**src/rtl/instr_enc.sv**
```systemverilog
`default_nettype none
// ============================================================================
// Module   : instr_enc
// Purpose  : Two-stage valid/ready RV32I instruction encoder. Packs symbolic
//            requests (kind, rd, rs1, rs2, imm) into 32-bit instruction words
//            and flags requests whose immediate does not fit the format.
// Revision : 1.0 - initial release
// ============================================================================
module instr_enc #(
  parameter int CNT_W = 8
) (
  input  logic             clk,
  input  logic             rstn,
  input  logic             in_valid,
  output logic             in_ready,
  input  logic [4:0]       in_kind,
  input  logic [4:0]       in_rd,
  input  logic [4:0]       in_rs1,
  input  logic [4:0]       in_rs2,
  input  logic [31:0]      in_imm,
  output logic             out_valid,
  input  logic             out_ready,
  output logic [31:0]      out_instr,
  output logic             out_illegal,
  output logic [CNT_W-1:0] illegal_cnt
);

  // Instruction format classes
  localparam logic [2:0] c_FMT_R  = 3'd0;
  localparam logic [2:0] c_FMT_I  = 3'd1;
  localparam logic [2:0] c_FMT_SH = 3'd2;
  localparam logic [2:0] c_FMT_S  = 3'd3;
  localparam logic [2:0] c_FMT_B  = 3'd4;
  localparam logic [2:0] c_FMT_J  = 3'd5;
  localparam logic [2:0] c_FMT_U  = 3'd6;

  localparam logic [6:0]  c_OP_R    = 7'b0110011;
  localparam logic [6:0]  c_OP_IMM  = 7'b0010011;
  localparam logic [6:0]  c_OP_LOAD = 7'b0000011;
  localparam logic [6:0]  c_OP_JALR = 7'b1100111;
  localparam logic [6:0]  c_OP_STORE= 7'b0100011;
  localparam logic [6:0]  c_OP_BR   = 7'b1100011;
  localparam logic [6:0]  c_OP_JAL  = 7'b1101111;
  localparam logic [6:0]  c_OP_LUI  = 7'b0110111;
  localparam logic [6:0]  c_OP_AUIPC= 7'b0010111;
  localparam logic [6:0]  c_F7_ALT  = 7'b0100000;
  localparam logic [31:0] c_NOP     = 32'h0000_0013;

  logic             r_s1_valid;
  logic [4:0]       r_s1_kind;
  logic [4:0]       r_s1_rd;
  logic [4:0]       r_s1_rs1;
  logic [4:0]       r_s1_rs2;
  logic [31:0]      r_s1_imm;
  logic             r_out_valid;
  logic [31:0]      r_out_instr;
  logic             r_out_illegal;
  logic [CNT_W-1:0] r_illegal_cnt;

  logic             w_adv1;
  logic             w_adv2;
  logic [2:0]       w_fmt;
  logic [6:0]       w_opcode;
  logic [2:0]       w_f3;
  logic [6:0]       w_f7;
  logic             w_kind_ok;
  logic             w_imm_ok;
  logic [31:0]      w_word;

  // A stage may load when it is empty or its content moves on this cycle
  assign w_adv2   = !r_out_valid || out_ready;
  assign w_adv1   = !r_s1_valid || w_adv2;
  assign in_ready = w_adv1;

  assign out_valid   = r_out_valid;
  assign out_instr   = r_out_instr;
  assign out_illegal = r_out_illegal;
  assign illegal_cnt = r_illegal_cnt;

  // Map the kind code onto format, opcode and function fields
  always_comb begin
    w_fmt     = c_FMT_R;
    w_opcode  = c_OP_R;
    w_f3      = 3'd0;
    w_f7      = 7'd0;
    w_kind_ok = 1'b1;
    case (r_s1_kind)
      5'd0:  w_f3 = 3'd0;
      5'd1:  begin w_f3 = 3'd0; w_f7 = c_F7_ALT; end
      5'd2:  w_f3 = 3'd6;
      5'd3:  w_f3 = 3'd7;
      5'd4:  w_f3 = 3'd4;
      5'd5:  w_f3 = 3'd1;
      5'd6:  begin w_f3 = 3'd5; w_f7 = c_F7_ALT; end
      5'd7:  w_f3 = 3'd5;
      5'd8:  w_f3 = 3'd2;
      5'd9:  w_f3 = 3'd3;
      5'd10: begin w_fmt = c_FMT_I;  w_opcode = c_OP_LOAD;  w_f3 = 3'd2; end
      5'd11: begin w_fmt = c_FMT_I;  w_opcode = c_OP_IMM;   w_f3 = 3'd0; end
      5'd12: begin w_fmt = c_FMT_I;  w_opcode = c_OP_IMM;   w_f3 = 3'd6; end
      5'd13: begin w_fmt = c_FMT_I;  w_opcode = c_OP_IMM;   w_f3 = 3'd7; end
      5'd14: begin w_fmt = c_FMT_I;  w_opcode = c_OP_IMM;   w_f3 = 3'd4; end
      5'd15: begin w_fmt = c_FMT_SH; w_opcode = c_OP_IMM;   w_f3 = 3'd5; w_f7 = c_F7_ALT; end
      5'd16: begin w_fmt = c_FMT_I;  w_opcode = c_OP_IMM;   w_f3 = 3'd2; end
      5'd17: begin w_fmt = c_FMT_I;  w_opcode = c_OP_IMM;   w_f3 = 3'd3; end
      5'd18: begin w_fmt = c_FMT_SH; w_opcode = c_OP_IMM;   w_f3 = 3'd1; end
      5'd19: begin w_fmt = c_FMT_SH; w_opcode = c_OP_IMM;   w_f3 = 3'd5; end
      5'd20: begin w_fmt = c_FMT_I;  w_opcode = c_OP_JALR;  w_f3 = 3'd0; end
      5'd21: begin w_fmt = c_FMT_S;  w_opcode = c_OP_STORE; w_f3 = 3'd2; end
      5'd22: begin w_fmt = c_FMT_B;  w_opcode = c_OP_BR;    w_f3 = 3'd0; end
      5'd23: begin w_fmt = c_FMT_J;  w_opcode = c_OP_JAL;   end
      5'd24: begin w_fmt = c_FMT_U;  w_opcode = c_OP_LUI;   end
      5'd25: begin w_fmt = c_FMT_U;  w_opcode = c_OP_AUIPC; end
      default: w_kind_ok = 1'b0;
    endcase
  end

  // Pack fields for the selected format and check the immediate range
  always_comb begin
    w_word   = {w_f7, r_s1_rs2, r_s1_rs1, w_f3, r_s1_rd, w_opcode};
    w_imm_ok = 1'b1;
    case (w_fmt)
      c_FMT_I: begin
        w_word   = {r_s1_imm[11:0], r_s1_rs1, w_f3, r_s1_rd, w_opcode};
        w_imm_ok = (r_s1_imm[31:11] == {21{r_s1_imm[11]}});
      end
      c_FMT_SH: begin
        w_word   = {w_f7, r_s1_imm[4:0], r_s1_rs1, w_f3, r_s1_rd, w_opcode};
        w_imm_ok = (r_s1_imm[31:5] == 27'd0);
      end
      c_FMT_S: begin
        w_word   = {r_s1_imm[11:5], r_s1_rs2, r_s1_rs1, w_f3, r_s1_imm[4:0], w_opcode};
        w_imm_ok = (r_s1_imm[31:11] == {21{r_s1_imm[11]}});
      end
      c_FMT_B: begin
        w_word   = {r_s1_imm[12], r_s1_imm[10:5], r_s1_rs2, r_s1_rs1, w_f3,
                    r_s1_imm[4:1], r_s1_imm[11], w_opcode};
        w_imm_ok = !r_s1_imm[0] && (r_s1_imm[31:12] == {20{r_s1_imm[12]}});
      end
      c_FMT_J: begin
        w_word   = {r_s1_imm[20], r_s1_imm[10:1], r_s1_imm[11], r_s1_imm[19:12],
                    r_s1_rd, w_opcode};
        w_imm_ok = !r_s1_imm[0] && (r_s1_imm[31:20] == {12{r_s1_imm[20]}});
      end
      c_FMT_U: begin
        w_word   = {r_s1_imm[31:12], r_s1_rd, w_opcode};
        w_imm_ok = (r_s1_imm[11:0] == 12'd0);
      end
      default: ;
    endcase
  end

  // Stage 1: capture the accepted request
  always_ff @(posedge clk or negedge rstn) begin
    if (!rstn) begin
      r_s1_valid <= 1'b0;
      r_s1_kind  <= 5'd0;
      r_s1_rd    <= 5'd0;
      r_s1_rs1   <= 5'd0;
      r_s1_rs2   <= 5'd0;
      r_s1_imm   <= 32'd0;
    end else if (w_adv1) begin
      r_s1_valid <= in_valid;
      if (in_valid) begin
        r_s1_kind <= in_kind;
        r_s1_rd   <= in_rd;
        r_s1_rs1  <= in_rs1;
        r_s1_rs2  <= in_rs2;
        r_s1_imm  <= in_imm;
      end
    end
  end

  // Stage 2: register the encoded word, substituting a nop when unencodable
  always_ff @(posedge clk or negedge rstn) begin
    if (!rstn) begin
      r_out_valid   <= 1'b0;
      r_out_instr   <= 32'd0;
      r_out_illegal <= 1'b0;
    end else if (w_adv2) begin
      r_out_valid <= r_s1_valid;
      if (r_s1_valid) begin
        r_out_instr   <= (w_kind_ok && w_imm_ok) ? w_word : c_NOP;
        r_out_illegal <= !(w_kind_ok && w_imm_ok);
      end
    end
  end

  // Count illegal words as they are handed to the consumer, saturating
  always_ff @(posedge clk or negedge rstn) begin
    if (!rstn) begin
      r_illegal_cnt <= '0;
    end else if (r_out_valid && out_ready && r_out_illegal && (r_illegal_cnt != '1)) begin
      r_illegal_cnt <= r_illegal_cnt + 1'b1;
    end
  end

endmodule
`default_nettype wire

```
**config.mk**
```make
export PLATFORM = sky130hd
export DESIGN_NAME = instr_enc
export DESIGN_NICKNAME = d
export VERILOG_FILES = /design/src/rtl/instr_enc.sv
export SDC_FILE = /design/constraint.sdc
export NUM_CORES = 1
export LEC_CHECK = 0
export ABC_AREA = 1
export BUFFER_PORTS_ARGS = -buffer_cell sky130_fd_sc_hd__clkbuf_2
export CORE_ASPECT_RATIO = 1.1
export CORE_UTILIZATION = 60
export CTS_CLUSTER_DIAMETER = 50
export DETAILED_ROUTE_END_ITERATION = 16
export GPL_TIMING_DRIVEN = 0
export PLACE_DENSITY = 0.95
export SETUP_SLACK_MARGIN = 0.05
export SLEW_MARGIN = 5
export SYNTH_ARGS = -nofsm -noshare
export SYNTH_HDL_FRONTEND = slang
export SYNTH_SLANG_ARGS = --single-unit
```
**constraint.sdc**
```tcl
create_clock -name clk -period 4.5 [get_ports clk]
set_clock_uncertainty 0.05 [all_clocks]
set_input_delay 0.225 -clock clk [delete_from_list [all_inputs] [get_ports clk]]
set_output_delay 0.225 -clock clk [all_outputs]
set_load 0.01 [all_outputs]
```
**Word level (Yosys, flattened, before mapping)**

Index checks and enable logic that the tools add are counted.

- Register bits after elaboration: 95
- Output and inout port bits: 43
- Word-level logic and storage cells: 85

- Add/subtract/negate cells: 1
- Equal/unequal tests: 35
- Muxes and demuxes: 8
- Reductions and logical operators: 31

Operator list:

| operator | number |
|---|---|
| $pmux W32 S6 | 1 |
| $pmux W7 S8 | 1 |
| $eq A5 B5 Y1 const B | 10 |
| $eq A5 B4 Y1 const B | 8 |
| $mux W32 | 1 |
| $logic_not A27 Y1 | 1 |
| $reduce_or A26 Y1 | 1 |
| $pmux W3 S7 | 1 |
| $eq A20 B20 Y1 | 1 |
| $eq A5 B3 Y1 const B | 4 |
| $eq A19 B19 Y1 | 1 |
| $pmux W3 S6 | 1 |
| $reduce_or A2 Y1 | 7 |
| $logic_not A12 Y1 | 1 |
| $eq A11 B11 Y1 | 1 |
| $eq A5 B2 Y1 const B | 2 |
| $eq A3 B3 Y1 const B | 3 |
| $reduce_or A9 Y1 | 1 |
| $add A8 B1 Y8 const B | 1 |
| $ne A8 B8 Y1 const B | 1 |
| $reduce_or A4 Y1 | 2 |
| $reduce_or A8 Y1 | 1 |
| $eq A3 B2 Y1 const B | 2 |
| $logic_and A1 B1 Y1 | 6 |
| 10 further kinds | 16 |

**Logic depth before layout (Yosys ltp)**

- Depth after elaboration: 8
- Mapped depth: 14
- Mapped depth without buffers: 12

**Worst setup path after synthesis**

OpenSTA, ideal clock, no wires.

- Kind: register -> register
- From: register r_out_valid (netlist: out_valid)
- To: register r_s1_imm[12]
- Setup time: 133 ps
- Data arrival time: 1509 ps
- Required time: 4317 ps
- Path slack: 2808 ps
- Stages on the path, launching flop included: 6
- Path buffers: 2
- Clock period less this slack: 1692 ps
- Cell sequence: dfrtp_1 > nand3_1 > nand2_1 > clkbuf_1 > buf_1 > a21oi_1

- Cells in the longest elaborated chain, start to end: 4

Ends and longest elaborated chain:

| item | line | text |
|---|---|---|
| from (decl) | 55 | `logic r_out_valid;` |
| from (signal assigned) | 181 | `r_out_valid <= r_s1_valid;` |
| $logic_not A1 Y1 | 71 | `assign w_adv2 = !r_out_valid \|\| out_ready;` |
| $logic_or A1 B1 Y1 | 71 |  |
| $logic_or A1 B1 Y1 | 72 | `assign w_adv1 = !r_s1_valid \|\| w_adv2;` |
| net in_ready | 15 | `output logic in_ready,` |
| $reduce_and A2 Y1 (no source line) | - |  |
| to (signal assigned) | 169 | `r_s1_imm <= in_imm;` |
| to (decl) | 54 | `logic [31:0] r_s1_imm;` |

The timed path passes the listed nets, and every way through them passes these cells.
A chain may end at the register's enable or synchronous reset.

**Final worst setup path**

- From: register r_out_valid (netlist: out_valid)
- To: register r_s1_imm[13]

- Cells in the longest elaborated chain, start to end: 4

Ends and longest elaborated chain:

| item | line |
|---|---|
| $logic_not A1 Y1 | 71 |
| $logic_or A1 B1 Y1 | 71 |
| $logic_or A1 B1 Y1 | 72 |
| $reduce_and A2 Y1 (no source line) | - |

No other way between the ends.

==> reports/results.tsv <==
stage	metric	value	unit
status	outcome	completed	
detailed_routing	Pre-antenna DRT Iters	5	
detailed_routing	wirelength, routed	13300	um
pwr	Seq pwr share	0.446	
sta	Final Worst Setup Slack	2278	ps
synthesis	syn avg cell area	8.077	um2
setup_path	Worst R2R Setup Slack	2280	ps
setup_path	Max FO, Critical Path	10	
clocking	Sink Count	94	
detailed_routing	Avg Vias per Cell	5.585	
die	Ports	99	
clocking	H-tree depth	3	
setup_path	WP data required	4680	ps
setup_path	critical path cell sequence	nand3_1 > nand2_1 > clkbuf_1 > buf_1 > a21oi_1	
job	max cap viols	0	
sta	Rel. slew slack	0.5734	
sta	Final Cycle Share	0.4937	
synthesis	post-synth cell types	43	
die	Die Ht	96.89	um
min_path	hold path startpoint	in_rs1[1]	
global_route	all-layer global routing usage	0.3317	
detailed_routing	drt wl/cell	15.99	um
layout	FF+latch area	0.002352	mm2
global_route	vias in the first global route	4527	
clocking	TritonCTS Buffers	9	
pwr	clock share of power	0.212	
clocking	CTS tree	yes	
detailed_routing	final antenna-violating net count	0	
pwr	leakage power	3.080	nW
synthesis	warnings from Yosys	0	
setup_path	Crit-path slowest cell	buf_1	
min_path	hold path depth	3	
clocking	post-CTS setup buffers	0	
synthesis	Synth top area share	0.4790	
setup_path	kind of critical path	reg -> reg	
sta	Final min period	2222	ps
setup_path	CP Buf/Inv Count	2	
synthesis	Post-synth EDFFs	0	
clocking	root buffer cell	clkbuf_8	
sta	Setup TNS Final	0	ps
placement	GP Congestion	0.9423	
setup_path	R2R Path Start	out_valid$_DFFE_PN0P_	
sta	worst slew pin tran	639.9	ps
placement	DP Wirelength	10340	um
synthesis	synthesized instance count	608	
layout	layout filler cell count	656	
pwr	Total Power	2.639	mW
synthesis	register area share after synthesis	0.4790	
setup_path	R2R depth	5	
die	die width	88.26	um
global_route	first-pass GRT wire length	21530	um
layout	diode count	0	
synthesis	register bit total from synthesis	94	
layout	final net count	777	
min_path	HP Class	in -> reg	
clocking	CTS Buffer Depth	2	
layout	share of post-route cells with drive strength above 1	0.2445	
die	core area	0.007913	mm2
detailed_routing	initial drt markers	253	
setup_path	delay-heaviest family, CP	buffers and inverters	
layout	synth-to-layout area growth	17.55	%
synthesis	most frequent cell after synthesis	nand2_1	
synthesis	Synth area leader	dfrtp_1	
setup_path	r2r endpoint	r_s1_imm[13]$_DFFE_PN0P_	
global_route	initial antenna violation count	0	
synthesis	ys flop type	dfrtp_1	
global_route	Remaining Overflow, GRT	0	
clocking	Worst-path clk slew	120	ps
detailed_routing	DRC Markers	0	
synthesis	post-synthesis async set-or-reset flop share	1.000	
sta	setup repair after global routing missed its margin	no	
pwr	Power Density	457.2	mW/mm2
synthesis	Post-synth top cells	nand2_1, dfrtp_1, nor2_1	
pwr	Int Pwr	1.572	mW
pwr	Peak VDD IR	0.2181	mV
detailed_routing	via count	4647	
synthesis	net count after synthesis	666	
pwr	Psw	1.067	mW
die	die area	0.008551	mm2
global_route	largest net degree at the start of global routing	61	
sta	Final setup viols	0	
setup_path	Setup crit end kind	flip-flop	
synthesis	Synth area leaders	dfrtp_1, nand2_1, nor2_1	
placement	IO Port Bufs	98	
setup_path	WP data arrival	2400	ps
synthesis	Syn Std Cell Area	0.004911	mm2
pwr	Comb pwr share	0.342	
sta	f_max	0.4501	GHz
sta	Final Max Slew Viols	0	
placement	Placement Setup Slack	2342	ps
die	Initial Util	0.6207	
setup_path	crit path launch type	flip-flop	
min_path	worst hold endpoint	r_s1_rs1[1]$_DFFE_PN0P_	
sta	Final Hold Vio Count	0	
layout	area of the multi-input gates	0.002186	mm2
setup_path	Worst path max stage delay	550	ps
die	row cnt	34	
pwr	Net Sw Frac	0.4043	
clocking	Clock Latency Late Sink	380	ps
## power groups by stage
stage          logic [mW]  clock network [mW]  registers (mW)
6_report            0.902               0.559            1.18
5_1_grt              1.01               0.602            1.20
4_1_cts             0.895               0.565            1.17
3_5_place_dp        0.890                   0            1.19
3_3_place_gp        0.862                   0            1.18
2_1_floorplan       0.521                   0            1.21
## final cells by class
| type | instances | share of cell area |
|---|---|---|
| Timing Repair Buffer | 100 | 0.09189 |
| Inverter | 61 | 0.04053 |
| Clock inverter | 7 | 0.01257 |
| Multi-Input combinational cell | 428 | 0.3786 |
| Sequential cell | 94 | 0.4075 |
| Buffer | 25 | 0.02406 |
| Clock buffer | 9 | 0.02146 |
| Tap cell | 108 | 0.02341 |
## worst min-delay path: stages
cell and delay [ps]:
clkbuf_2 80, nor2_1 90, a21oi_1 40
## cells by family after synthesis
| kind of cell | synth area share |
|---|---|
| adder cells (fa/ha/maj) | 0.005095 |
| AO/OA/AOI/OAI | 0.09783 |
| multiplexers | 0.03210 |
| buffers and inverters | 0.07592 |
| AND/OR/NAND/NOR | 0.2976 |
| flip-flops | 0.4790 |
| XOR/XNOR | 0.01248 |
## registers in the layout, indices dropped and copies added (netlist names)
register     flops
r_s1_kind        5
r_s1_valid       1
out_valid        1
out_instr       31
r_s1_rs1         5
illegal_cnt      8
r_s1_rs2         5
out_illegal      1
r_s1_rd          5
r_s1_imm        32
## worst max path at each step
stage	end	slack [ps]	cells after the start	start
final	r_s1_imm[13]$_DFFE_PN0P_	2280	5	out_valid$_DFFE_PN0P_
after global routing	r_s1_kind[1]$_DFFE_PN0P_	2130	5	out_valid$_DFFE_PN0P_
after CTS	r_s1_imm[13]$_DFFE_PN0P_	2330	5	out_valid$_DFFE_PN0P_
after detailed placement	r_s1_imm[13]$_DFFE_PN0P_	2340	7	out_ready
after global placement	r_s1_imm[20]$_DFFE_PN0P_	2180	1	rstn
after floorplan	r_s1_imm[12]$_DFFE_PN0P_	2810	5	out_valid$_DFFE_PN0P_
## stage by stage
stage | hold WS [ps] | cell area (um2) | cells | utilization
4_1_cts | 21.43 | 5773 | 832 | 0.7296
2_1_floorplan | -120.6 | 4911 | 608 | -
6_report | 24.39 | 5773 | 832 | 0.7296
5_1_grt | 22.98 | 5773 | 832 | 0.7296
3_3_place_gp | 407.6 | 5537 | 814 | 0.6997
3_5_place_dp | 201.7 | 5567 | 815 | 0.7035
## cells in the final DEF (no fill, tap or decap), types with 2 or more instances in the layout
cell type	Yosys	routed
clkbuf_2	0	97
o22ai_1	2	2
buf_2	6	6
buf_4	2	2
nand4_1	31	31
clkbuf_8	0	9
nand2_4	3	3
inv_1	50	50
dfrtp_1	94	94
nand2_2	6	6
a21oi_1	46	46
inv_6	0	2
nor2_2	6	6
inv_8	0	2
nand2_1	146	146
nand3b_1	2	2
nor4_1	2	2
clkbuf_1	11	11
or2_2	2	2
inv_4	2	2
buf_1	2	2
nor2_1	73	73
nand3_2	4	4
o211ai_1	2	2
buf_6	4	4
inv_2	8	8
a211oi_1	5	5
nor3_1	9	9
ha_1	2	2
o21ai_0	26	26
mux2_2	14	14
xor2_1	6	6
nand3_1	28	28
## what timing repair did
item | in CTS | in global routing
gates resized for setup | 0 | 0
hold buffers | 1 | 0
endpoints found under the hold margin | 34 | 0
## per-layer routing
| layer | routed length (um) | track usage | up-vias |
|---|---|---|---|
| li1 | - | - | 2223 |
| met1 | 5615 | 0.4423 | 2192 |
| met2 | 6478 | 0.5325 | 201 |
| met3 | 849 | 0.05631 | 31 |
| met4 | 359 | 0.1328 | 0 |
| met5 | 0 | 0 | - |
Note: power is estimated with default switching activity, not from simulation.
